--- config.mk ---
export PLATFORM = sky130hd
export DESIGN_NAME = stream_demux_1ton_flat
export DESIGN_NICKNAME = d
export VERILOG_FILES = /design/src/rtl/demux_pkg.sv /design/src/rtl/stream_demux_1ton_if.sv /design/src/rtl/stream_demux_slot.sv /design/src/rtl/stream_demux_1ton.sv /design/src/flat_wrapper.sv
export SDC_FILE = /design/constraint.sdc
export NUM_CORES = 1
export LEC_CHECK = 0
export ABC_AREA = 1
export CELL_PAD_IN_SITES_DETAIL_PLACEMENT = 1
export CELL_PAD_IN_SITES_GLOBAL_PLACEMENT = 1
export CORE_MARGIN = 2
export CORE_UTILIZATION = 35
export CTS_BUF_LIST = sky130_fd_sc_hd__clkbuf_4 sky130_fd_sc_hd__clkbuf_8 sky130_fd_sc_hd__clkbuf_16
export CTS_CLUSTER_SIZE = 30
export DETAILED_ROUTE_END_ITERATION = 10
export HOLD_SLACK_MARGIN = 0.02
export PLACE_DENSITY_LB_ADDON = 0.1
export SYNTH_ARGS = -nofsm -noshare
export SYNTH_HDL_FRONTEND = slang
export SYNTH_SLANG_ARGS = --single-unit
export TNS_END_PERCENT = 10
--- constraint.sdc ---
create_clock -name clk -period 3.6 [get_ports clk]
set_clock_uncertainty 0.2 [all_clocks]
set_input_delay 0.72 -clock clk [delete_from_list [all_inputs] [get_ports clk]]
set_output_delay 0.72 -clock clk [all_outputs]
set_load 0.005 [all_outputs]
--- src/rtl/demux_pkg.sv ---
// Shared definitions for the 1-to-N stream demultiplexer.
package demux_pkg;

  localparam logic MODE_DIRECTED = 1'b0;
  localparam logic MODE_RR       = 1'b1;

  // True when sel addresses an existing channel of an n-channel demux.
  function automatic logic ch_in_range(input logic [31:0] sel, input int unsigned n);
    return sel < n;
  endfunction

endpackage

--- src/rtl/stream_demux_1ton_if.sv ---
// Producer-side and consumer-side handshake bundle of the 1-to-N demux.
interface stream_demux_1ton_if #(
  parameter int unsigned DATA_W = 8,
  parameter int unsigned N_CH   = 4
);
  localparam int unsigned SEL_W = $clog2(N_CH);

  logic                     s_valid;
  logic                     s_ready;
  logic [DATA_W-1:0]        s_data;
  logic [SEL_W-1:0]         s_sel;
  logic [N_CH-1:0]          m_valid;
  logic [N_CH-1:0]          m_ready;
  logic [N_CH*DATA_W-1:0]   m_data;

  // master: the environment (producer + consumers); slave: the demux itself
  modport master (
    output s_valid, s_data, s_sel, m_ready,
    input  s_ready, m_valid, m_data
  );

  modport slave (
    input  s_valid, s_data, s_sel, m_ready,
    output s_ready, m_valid, m_data
  );

endinterface

--- src/rtl/stream_demux_slot.sv ---
// One-entry output register; a write always wins over a same-cycle drain.
module stream_demux_slot #(
  parameter int unsigned DATA_W = 8
) (
  input  logic              clk,
  input  logic              rst_n,
  input  logic              wr_en,
  input  logic [DATA_W-1:0] wr_data,
  input  logic              rd_ready,
  output logic              valid,
  output logic [DATA_W-1:0] data,
  output logic              free
);

  assign free = ~valid | rd_ready;

  // data only changes on a write, so it holds after drain
  always_ff @(posedge clk or negedge rst_n) begin
    if (!rst_n) begin
      valid <= 1'b0;
      data  <= '0;
    end else if (wr_en) begin
      valid <= 1'b1;
      data  <= wr_data;
    end else if (rd_ready) begin
      valid <= 1'b0;
    end
  end

endmodule

--- src/rtl/stream_demux_1ton.sv ---
// Registered 1-to-N stream demux: directed or round-robin steering,
// with a saturating counter of beats dropped for an out-of-range select.
module stream_demux_1ton
  import demux_pkg::*;
#(
  parameter  int unsigned DATA_W = 8,
  parameter  int unsigned N_CH   = 4,
  parameter  int unsigned CNT_W  = 8,
  localparam int unsigned SEL_W  = $clog2(N_CH)
) (
  input  logic                clk,
  input  logic                rst_n,
  input  logic                mode,
  stream_demux_1ton_if.slave  bus,
  output logic [SEL_W-1:0]    rr_ptr,
  output logic [CNT_W-1:0]    drop_cnt
);

  logic [SEL_W-1:0]  target;
  logic              in_range;
  logic              tgt_free;
  logic              accept;
  logic [N_CH-1:0]   slot_free;
  logic [N_CH-1:0]   wr_en;
  logic [N_CH-1:0]   slot_valid;
  logic [DATA_W-1:0] slot_data [N_CH];

  assign target   = (mode == MODE_RR) ? rr_ptr : bus.s_sel;
  assign in_range = ch_in_range(32'(target), N_CH);

  // Decoded lookup avoids indexing past N_CH when N_CH is not a power of 2
  always_comb begin
    tgt_free = 1'b0;
    for (int k = 0; k < N_CH; k++) begin
      if (target == SEL_W'(k)) tgt_free = slot_free[k];
    end
  end

  // Out-of-range beats are always accepted so they can be discarded
  assign bus.s_ready = in_range ? tgt_free : 1'b1;
  assign accept      = bus.s_valid & bus.s_ready;

  always_comb begin
    wr_en = '0;
    for (int k = 0; k < N_CH; k++) begin
      wr_en[k] = accept & in_range & (target == SEL_W'(k));
    end
  end

  for (genvar k = 0; k < N_CH; k++) begin : g_slot
    stream_demux_slot #(.DATA_W(DATA_W)) u_slot (
      .clk      (clk),
      .rst_n    (rst_n),
      .wr_en    (wr_en[k]),
      .wr_data  (bus.s_data),
      .rd_ready (bus.m_ready[k]),
      .valid    (slot_valid[k]),
      .data     (slot_data[k]),
      .free     (slot_free[k])
    );
    assign bus.m_data[k*DATA_W +: DATA_W] = slot_data[k];
  end

  assign bus.m_valid = slot_valid;

  // Pointer moves only on an accepted round-robin beat, never on a mode change
  always_ff @(posedge clk or negedge rst_n) begin
    if (!rst_n) begin
      rr_ptr <= '0;
    end else if (accept && in_range && (mode == MODE_RR)) begin
      rr_ptr <= (rr_ptr == SEL_W'(N_CH - 1)) ? '0 : rr_ptr + SEL_W'(1);
    end
  end

  always_ff @(posedge clk or negedge rst_n) begin
    if (!rst_n) begin
      drop_cnt <= '0;
    end else if (accept && !in_range && (drop_cnt != '1)) begin
      drop_cnt <= drop_cnt + CNT_W'(1);
    end
  end

endmodule

--- src/flat_wrapper.sv ---
// flat-port wrapper written by rule: the top's interface ports become plain ports
module stream_demux_1ton_flat import demux_pkg::*;
#(
  parameter  int unsigned DATA_W = 8,
  parameter  int unsigned N_CH   = 4,
  parameter  int unsigned CNT_W  = 8,
  localparam int unsigned SEL_W  = $clog2(N_CH)
)
  (clk, rst_n, mode, rr_ptr, drop_cnt, bus_s_valid, bus_s_data, bus_s_sel, bus_m_ready, bus_s_ready, bus_m_valid, bus_m_data);
  stream_demux_1ton_if #(.DATA_W(DATA_W), .N_CH(N_CH)) bus_i ();
  input  logic clk;
  input  logic rst_n;
  input  logic mode;
  output logic [SEL_W-1:0] rr_ptr;
  output logic [CNT_W-1:0] drop_cnt;
  input wire logic [$bits(bus_i.s_valid)-1:0] bus_s_valid;
  input wire logic [$bits(bus_i.s_data)-1:0] bus_s_data;
  input wire logic [$bits(bus_i.s_sel)-1:0] bus_s_sel;
  input wire logic [$bits(bus_i.m_ready)-1:0] bus_m_ready;
  output wire logic [$bits(bus_i.s_ready)-1:0] bus_s_ready;
  output wire logic [$bits(bus_i.m_valid)-1:0] bus_m_valid;
  output wire logic [$bits(bus_i.m_data)-1:0] bus_m_data;
  assign bus_i.s_valid = bus_s_valid;
  assign bus_i.s_data = bus_s_data;
  assign bus_i.s_sel = bus_s_sel;
  assign bus_i.m_ready = bus_m_ready;
  assign bus_s_ready = bus_i.s_ready;
  assign bus_m_valid = bus_i.m_valid;
  assign bus_m_data = bus_i.m_data;
  stream_demux_1ton #(.DATA_W(DATA_W), .N_CH(N_CH), .CNT_W(CNT_W)) u_core (.clk(clk), .rst_n(rst_n), .mode(mode), .bus(bus_i), .rr_ptr(rr_ptr), .drop_cnt(drop_cnt));
endmodule
==> metrics.md <==
| Metric | Value |
|---|---|
| Hold Path Class | `reg -> reg` |
| First-pass GRT wire length | `8383 µm` |
| Full die area | `5806 µm²` |
| Met2 GRT Util | `0.2902` |
| GR Overflow Total | `0` |
| Slew headroom | `0.4153` |
| DR DRC count | `0` |
| Mapped Cells | `207` |
| Setup bufs post-CTS | `0` |
| Place WS | `0.3221 ns` |
| PortBufs | `56` |
| Wirelength per Cell | `14.91 µm` |
| Crit path max-delay cell type | `clkdlybuf4s50_1` |
| Nets | `279` |
| Synth area leader | `dfrtp_1` |
| Post-DP HPWL | `3474 µm` |
| Diodes inserted | `0` |
| Post-Layout Cell Count | `330` |
| Post-route antenna net violation count | `0` |
| Max Clock Freq | `0.3055 GHz` |
| Setup TNS after final layout | `0 ns` |
| Die height | `76.20 µm` |
| Crit path launch type | `input pin` |
| M3 GR Usage | `0.03791` |
| Rows | `26` |
| Cell Count Post-Placement | `323` |
| Reg2reg path depth | `9` |
| Ports | `65` |
| Initial antenna violation count | `0` |
| Synth cell types | `21` |
| Worst-path clk slew | `0.07 ns` |
| Core ar. | `5075 µm²` |
| Share of cells above drive strength 1 | `0.09615` |
| Via count | `1581` |
| Post-route cell area | `2459 µm²` |
| Worst EP arrival | `2.35 ns` |
| Post-route setup slack | `0.3264 ns` |
| Hold_buf cts | `0` |
| # resized after CTS | `0` |
| CTS buffer count | `5` |
| CTS H-tree depth | `2` |
| Ys Warns | `0` |
| Tcrit/Tclk final | `0.9093` |
| Crit end category | `output pin` |
| Worst Path Required | `2.68 ns` |
| CP Cell Sequence | `clkdlybuf4s50_1 > inv_2 > nand2_1 > nand2_1 > nand3_1 > nand2_1 > nor2_4 > clkdlybuf4s50_1` |
| Peak VDD IR | `294.4 µV` |
| Vias per Instance | `4.791` |
| Crit-path max FO | `7` |
| RSZ-0062 raised after global routing | `false` |
| P_leak | `1.202 nW` |
| Hold Worst Slack | `0.2771 ns` |
| Worst hold stages | `2` |
| Max Cap Viol | `0` |
| Initial Utilization | `0.3595` |
| Area grow syn2layout | `34.77%` |
| Biggest cell delay along the critical path | `0.60 ns` |
| Starting DRT DRC Count | `82` |
| Clk sink count | `38` |
| Worst-margin pin slew | `0.8771 ns` |
| Placed inst area | `2375 µm²` |
| Synthesized cell area | `1824 µm²` |
| Critical path class | `in -> out` |
| CTS tree | `done` |
| Yosys top cell area share | `0.5213` |
| Sequential fraction of the synthesis area | `0.5213` |
| GP Congestion | `0.7672` |
| Final setup viols | `0` |
| Cell area power density | `744.7 nW/µm²` |
| Pre-Repair DR Iteration Count | `4` |
| Crit-path most repeated cell | `nand2_1` |
| Clk root buf | `clkbuf_8` |
| Die X | `76.20 µm` |
| Design Power | `1.831 mW` |
| Fin crit period | `3.274 ns` |
| Later-pin clock latency in the skew report | `0.28 ns` |
| Bufs on Longest Clock Path | `2` |
| GRT Total Usage | `0.1838` |
| Final core occ | `0.4845` |
| Synth Register Bits | `38` |
| Vias in the first global route | `1673` |
| Largest net degree at the start of global routing | `39` |
| Routed WL | `4919 µm` |
| Outcome | `finished clean` |
| Slew Viols, Final | `0` |
| Top Usage Layer GRT | `met2` |
| Final hold viol count | `0` |
| Syn Area/Cell | `8.813 µm²` |
| GR met1 Demand/Resource | `0.2483` |
| Synth top area cells | `dfrtp_1 52%, nand2_1 14%, nand4_1 8.9%, buf_4 5.8%, inv_1 3.5%` |
==> per-layer routing <==
metal  wire length [µm]  vias up
li1                   -      759
met1               2350      774
met2               2294       41
met3                195        7
met4                 78        0
met5                  0        -
==> Yosys cell counts, drive strengths merged <==
cell and instances:
conb 1, nand2 75, o21ai 11, nor2 9, buf 17, inv 18, nand4 26, dfrtp 38
clkbuf 2, ha 1, nand3 9
==> cell type report <==
type | instances | area [µm²]
tap | 70 | 87.58
multi-input combinational | 139 | 698.2
timing repair buffer | 58 | 570.5
sequential | 38 | 950.9
clock buffer | 7 | 83.83
fill | 607 | 2616
inverter | 18 | 67.56
==> critical path: cells and delay by family <==
kind,cells,cell delay (ns)
buf+inv,3,1.20
simple gates,5,0.43
==> power by group <==
group	internal (mW)	total, mW	switching, mW
Clock	0.149	0.293	0.145
Combinational	0.459	0.792	0.333
Sequential	0.624	0.746	0.122
==> state kept, by name, indices dropped and copies added (netlist names) <==
signal,cells
u_core.rr_ptr,2
u_core.g_slot.u_slot.valid,4
u_core.g_slot.u_slot.data,32
==> cell usage in the layout (no fill, tap or decap) <==
cell type | synthesis | routed
buf_2 | 2 | 1
buf_4 | 14 | 2
clkbuf_4 | 0 | 2
clkbuf_8 | 0 | 5
clkdlybuf4s50_1 | 0 | 55
conb_1 | 1 | 8
dfrtp_1 | 38 | 38
ha_1 | 1 | 1
inv_1 | 17 | 17
inv_2 | 1 | 1
nand2_1 | 70 | 70
nand2_2 | 3 | 3
nand2_4 | 2 | 2
nand3_1 | 4 | 4
nand3_2 | 3 | 3
nand3_4 | 2 | 2
nand4_1 | 26 | 26
nor2_1 | 5 | 5
nor2_2 | 3 | 3
nor2_4 | 1 | 1
o21ai_0 | 9 | 9
o21ai_1 | 2 | 2
==> logic make-up after synthesis <==
family | count (synthesis) | synth area share
simple gates | 119 | 0.3292
flops | 38 | 0.5213
buf+inv | 37 | 0.1104
compound gates | 11 | 0.03018
fa+ha+maj | 1 | 0.006858
other cells | 1 | 0.002056
==> final timing paths <==
check | from | to | slack, ns
setup / recovery | mode | bus_s_ready | 0.33
min in group asynchronous | rst_n | u_core.rr_ptr[1] | 0.34
hold reg to reg | u_core.g_slot[1].u_slot.data[1] | u_core.g_slot[1].u_slot.data[1] | 0.28
max in group asynchronous | rst_n | u_core.g_slot[1].u_slot.data[0] | 2.30
hold / removal | u_core.g_slot[1].u_slot.data[1] | u_core.g_slot[1].u_slot.data[1] | 0.28
setup reg to reg | u_core.rr_ptr[1] | u_core.g_slot[0].u_slot.data[5] | 1.61
Power figures use the tool's default switching activity.
